--- src/rtl/fir_stream_ctrl.sv ---
// Purpose : valid/ready stream sequencer for one fir_filter; turns both stream handshakes into the filter enable.
// Latency : a sample accepted on advance n is presented (m_valid_o=1) after advance n+LAT-1; no extra output register.
// Backpr. : a held, unconsumed output stalls the whole filter (fir_en_o=0, s_ready_o=0, m_data_o stable).
//
// Ports:
//   clk_i, arstn_i          clock; synchronous active-low reset, shared with the driven fir_filter
//   s_valid_i/s_ready_o/s_data_i    input sample stream (signed DATA_WIDTH)
//   m_valid_o/m_ready_i/m_data_o    output sample stream (signed OUT_WIDTH, bit-exact copy of fir_data_i)
//   flush_i                 flush request, sampled in RUN only
//   busy_o                  high while flushing
//   flush_done_o            one-cycle pulse when a flush completes
//   fir_en_o/fir_data_o/fir_data_i  filter enable, filter input sample, filter output
//
// Build option: define FIR_STREAM_CTRL_STAT_EN to add in_cnt_o / out_cnt_o transfer counters
// (32-bit, wrapping, reset to 0, not cleared by flush). Without it those ports do not exist.

module fir_stream_ctrl #(
    parameter int DATA_WIDTH = 16,
    parameter int OUT_WIDTH  = 32,
    parameter int COE_NUM    = 66
) (
    input  logic                  clk_i,
    input  logic                  arstn_i,
    input  logic                  s_valid_i,
    output logic                  s_ready_o,
    input  logic [DATA_WIDTH-1:0] s_data_i,
    output logic                  m_valid_o,
    input  logic                  m_ready_i,
    output logic [OUT_WIDTH-1:0]  m_data_o,
    input  logic                  flush_i,
    output logic                  busy_o,
    output logic                  flush_done_o,
    output logic                  fir_en_o,
    output logic [DATA_WIDTH-1:0] fir_data_o,
    input  logic [OUT_WIDTH-1:0]  fir_data_i
`ifdef FIR_STREAM_CTRL_STAT_EN
    ,
    output logic [31:0]           in_cnt_o,
    output logic [31:0]           out_cnt_o
`endif
);

    // Filter latency in enables, input to data_o.
    localparam int LAT = COE_NUM + 1;
    localparam int CW  = $clog2(LAT + 1);

    localparam logic [0:0] ST_RUN   = 1'b0;
    localparam logic [0:0] ST_FLUSH = 1'b1;

    logic [0:0]     state_q;
    logic [LAT-1:0] tag_q;        // tag_q[i]=1: filter stage i carries a real sample
    logic [CW-1:0]  flush_cnt_q;  // zero advances still to insert while flushing
    logic           busy_q;
    logic           flush_done_q;

    logic run;
    logic out_free;
    logic advance;
    logic out_xfer;

    assign run      = (state_q == ST_RUN);
    assign m_valid_o = tag_q[LAT-1];

    // The output slot can move on if it is empty or is being taken this cycle.
    assign out_free = !m_valid_o | m_ready_i;
    assign out_xfer = m_valid_o & m_ready_i;

    // One advance = one filter enable. In FLUSH the filter is clocked with zeros
    // regardless of the input stream; the reset gating keeps the filter frozen
    // while it is itself being reset.
    always_comb begin
        advance = 1'b0;
        if (arstn_i) begin
            if (run) begin
                advance = s_valid_i & out_free;
            end else begin
                advance = out_free;
            end
        end
    end

    assign fir_en_o     = advance;
    assign s_ready_o    = arstn_i & run & out_free;
    assign fir_data_o   = run ? s_data_i : '0;
    assign m_data_o     = fir_data_i;
    assign busy_o       = busy_q;
    assign flush_done_o = flush_done_q;

    always_ff @(posedge clk_i) begin
        if (!arstn_i) begin
            state_q      <= ST_RUN;
            tag_q        <= '0;
            flush_cnt_q  <= '0;
            busy_q       <= 1'b0;
            flush_done_q <= 1'b0;
        end else begin
            flush_done_q <= 1'b0;

            // Tags travel with the data through the filter; flush zeros get tag 0.
            // Without an advance the output sample stays in the filter's last sum
            // register, so a consumed output only clears its tag.
            if (advance) begin
                tag_q <= {tag_q[LAT-2:0], run};
            end else if (out_xfer) begin
                tag_q[LAT-1] <= 1'b0;
            end

            case (state_q)
                ST_RUN: begin
                    // The input handshake of this same cycle still completes above.
                    if (flush_i) begin
                        state_q     <= ST_FLUSH;
                        busy_q      <= 1'b1;
                        flush_cnt_q <= CW'(LAT);
                    end
                end
                ST_FLUSH: begin
                    // LAT zero advances push every real sample out and leave all
                    // history stages at zero.
                    if (advance) begin
                        if (flush_cnt_q == CW'(1)) begin
                            state_q      <= ST_RUN;
                            busy_q       <= 1'b0;
                            flush_done_q <= 1'b1;
                            flush_cnt_q  <= '0;
                        end else begin
                            flush_cnt_q <= flush_cnt_q - CW'(1);
                        end
                    end
                end
                default: begin
                    state_q <= ST_RUN;
                    busy_q  <= 1'b0;
                end
            endcase
        end
    end

`ifdef FIR_STREAM_CTRL_STAT_EN
    logic [31:0] in_cnt_q;
    logic [31:0] out_cnt_q;

    always_ff @(posedge clk_i) begin
        if (!arstn_i) begin
            in_cnt_q  <= '0;
            out_cnt_q <= '0;
        end else begin
            if (s_valid_i & s_ready_o) begin
                in_cnt_q <= in_cnt_q + 32'd1;
            end
            if (out_xfer) begin
                out_cnt_q <= out_cnt_q + 32'd1;
            end
        end
    end

    assign in_cnt_o  = in_cnt_q;
    assign out_cnt_o = out_cnt_q;
`endif

endmodule

--- config.mk ---
export PLATFORM = sky130hd
export DESIGN_NAME = fir_stream_ctrl
export DESIGN_NICKNAME = d
export VERILOG_FILES = /design/src/rtl/fir_stream_ctrl.sv
export SDC_FILE = /design/constraint.sdc
export NUM_CORES = 1
export LEC_CHECK = 0
export BUFFER_PORTS_ARGS = -buffer_cell sky130_fd_sc_hd__clkbuf_2
export CAP_MARGIN = 20
export CORE_ASPECT_RATIO = 1.4
export CORE_UTILIZATION = 45
export DETAILED_ROUTE_END_ITERATION = 12
export PLACE_DENSITY = 0.77
export SYNTH_ARGS = -nofsm -noshare
export SYNTH_HDL_FRONTEND = slang
export SYNTH_SLANG_ARGS = --single-unit
export TNS_END_PERCENT = 5
--- constraint.sdc ---
create_clock -name clk_i -period 1.8 [get_ports clk_i]
set_input_delay 0 -clock clk_i [delete_from_list [all_inputs] [get_ports clk_i]]
set_output_delay 0 -clock clk_i [all_outputs]
set_load 0.01 [all_outputs]
==> metrics.md <==
| Metric | Value |
|---|---|
| Final antenna-violating net count | 0 |
| Full die area | ~7400 um2 |
| Avg Inst Size Synth | about 8.0 um2 |
| Total track usage | 0.1633 |
| Yosys warns | 0 |
| Post-layout min period | about 1600 ps |
| Initial antenna violation count | 0 |
| CP arrival | 1650 ps |
| CP max stage cell | o211ai_1 |
| Async set-reset flop share out of synthesis | 0 |
| Setup Viol. Count Final | 0 |
| Number of diodes | 0 |
| CTS HTree Levels | 3 |
| Congestion Overflow GR | 0 |
| Power Total | 0.003377 W |
| Pre-antenna DRT Iters | 4 |
| CP Capture Type | output port |
| Fin cells | a little under 500 |
| Seq pwr share | 0.518 |
| Largest delay share family, worst path | buffers and inverters |
| IO Pins | between 100 and 150 |
| Clock root cell | clkbuf_8 |
| First-pass GRT wire length | 9.432 mm |
| Critical path type | register to output port |
| Most common flop cell mapped by yosys | dfxtp_1 |
| Status | complete, no violations |
| Crit-path max cell delay | about 450 ps |
| Post-Syn Instances | just under 400 |
| WP data required | between 1500 and 2000 ps |
| CP Launch Type | register |
| Dpl hpwl | around 3.5 mm |
| Maximum VDD drop | about 0.35 mV |
| Post-synth EDFFs | 0 |
| Pins Over Slew Limit | 0 |
| Via/cell ratio | around 5 |
| Clock power share | 0.388 |
| Core area | approximately 6700 um2 |
| RSZ-0062 raised after global routing | no |
| Row cnt | 35 |
| Switch share | 0.2473 |
| Synth top area share | 0.4885 |
| LEAKAGE | between 1.5 and 2 nW |
| Port Buf Inserts | approximately 40 |
| GPL Wtd Cong | between 0.7 and 0.8 |
| Starting DRT DRC Count | around 150 |
| Worst relative slew slack | 0.6683 |
| Drt total wl | approximately 5.4 mm |
| Post-synthesis cell area | 3156 um2 |
| Clock Tree Buf Depth | 2 |
| Max Clock Freq | between 0.6 and 0.7 GHz |
| Share of cells above drive strength 1 | 0.1827 |
| Biggest area consumer among synthesized cells | dfxtp_1 |
| CP cell instances | o211ai_1 > inv_2 > buf_6 > clkbuf_2 |
| Post-synthesis sequential area ratio | 0.4885 |
| Remaining DRCs | 0 |
| Slew @ Worst Pin | 495.3 ps |
| Worst skew pair latency | approximately 340 ps |
| Clock sinks | 77 |
| Die height | a little over 100 um |
| Via count | 2475 |
| Routed WL per cell | about 11 um |
| Hold Path Class | input port to output port |
| Internal power | 0.002542 W |
| Inst Count DP | 480 |
| Distinct cells, synth | 34 |
| Clk_skew | 7.237 ps |
| Total CTS buffers | 9 |
| Commonest non-fill, non-tap cell in the layout | nand2_1 |
| CP Buf/Inv Count | 3 |
| Starting density of the core | 0.4710 |
| Power Dens Cells | 987.2 nW/um2 |
| Final Hold Fails | 0 |
| Combinational share of power | 0.094 |
| Top cells by area, synth | dfxtp_1, nand2_1, nand3_1 |
| Worst reg2reg setup slack | approximately 290 ps |
| Switching power | 0.0008353 W |
| Yosys reg bits | 77 |
| Reg clk slew, reported paths | ~70 ps |
| Setup_tns | 0 ps |
| Final #Nets | 455 |
| Area Growth Syn to Fin | 8.406% |
| Die X-Extent | between 70 and 80 um |
| CTS tree | yes |
| Crit Path Max Fanout | 33 |
| Max_cap viols | 0 |
| Largest net degree at the start of global routing | 53 |
| Tcrit/Tclk final | 0.9143 |
| Vias in the first global route | 2269 |
| Most frequent cells in the layout | nand2_1, dfxtp_1, nand3_1 |
| Post-synth net total | ~450 |
[synth_stat cells (2+ instances only)]
| cell | n |
|---|---|
| clkbuf_1 | 13 |
| nor2_1 | 6 |
| nor2b_1 | 16 |
| ha_1 | 2 |
| inv_1 | 3 |
| buf_4 | 33 |
| nand2_1 | 132 |
| or3_1 | 4 |
| nand3_1 | 67 |
| dfxtp_1 | 77 |
| buf_2 | 10 |
| a21oi_1 | 3 |
| o21ai_0 | 7 |
| a21boi_0 | 3 |
[worst paths after layout]
| kind | start | to | depth (start not counted) |
|---|---|---|---|
| min | fir_data_i[19] | m_data_o[19] | 0 |
| max reg2reg | flush_cnt_q[0]$_SDFFE_PN0P_ | flush_cnt_q[4]$_SDFFE_PN0P_ | 6 |
| min reg2reg | tag_q[11]$_SDFFE_PN0P_ | tag_q[12]$_SDFFE_PN0P_ | 2 |
| max | state_q$_SDFF_PN0_ | fir_en_o | 4 |
[cells by family after synthesis]
logic type	count (synthesis)	share of synthesized area
AND/OR/NAND/NOR	233	0.3339
flip-flops	77	0.4885
buffers and inverters	61	0.1190
AO/OA/AOI/OAI	22	0.04758
adder cells (fa/ha/maj)	2	0.007929
multiplexers	1	0.003172
[sequential cells by signal, indices dropped and copies added (netlist names)]
signal	flops
state_q	1
busy_o	1
flush_cnt_q	7
flush_done_o	1
tag_q	67
[power groups by stage]
stage / clock (W) / sequential (W) / combinational (W)
after floorplan: 0 / 0.00178 / 0.000291
after global placement: 0 / 0.00179 / 0.000310
after detailed placement: 0 / 0.00179 / 0.000316
after CTS: 0.00135 / 0.00175 / 0.000319
after global routing: 0.00142 / 0.00175 / 0.000356
final: 0.00131 / 0.00175 / 0.000319
[routing by layer]
layer	global-route usage	vias to the layer above	part of all wire
li1	-	1259	-
met1	0.1695	1142	0.44
met2	0.2897	62	0.50
met3	0.05000	12	0.046
met4	0.08748	0	0.016
met5	0	-	0
[what timing repair did]
| item | in CTS | in global routing |
|---|---|---|
| hold buffers | 1 | 0 |
| buffers inserted | 0 | 0 |
| resized for setup | 0 | 1 |
| hold endpoints to repair | 1 | 0 |
| endpoints found under the setup margin | 0 | 1 |
[worst reg2reg max path, stage by stage, from the launching register on]
cell	delay (ps)
dfxtp_1	340
inv_1	100
ha_1	190
inv_1	60
or3_1	310
or3_1	310
a21oi_1	140
[cell type report]
type / instances / area, um2
multi-input combinational: 258 / 1239
fill: 638 / 3279
tap: 92 / 115.1
sequential: 77 / 1541
clock inverter: 6 / 68.82
clock buffer: 10 / 137.6
inverter: 4 / 15.01
timing repair buffer: 50 / 304.0
[through the flow]
step / instance area (um2) / setup WS, ps / hold slack [ps] / util
final: 3421 / 154.3 / 0.003909 / 0.5106
after global routing: 3421 / 13.39 / 0.01508 / 0.5106
after CTS: 3417 / 57.04 / 0.06862 / 0.5100
after detailed placement: 3201 / 309.2 / 0.06862 / 0.4777
after global placement: 3201 / 349.7 / 0.06862 / 0.4777
after floorplan: 3156 / 393.4 / 91.77 / -
Note: power is estimated with default switching activity, not from simulation.
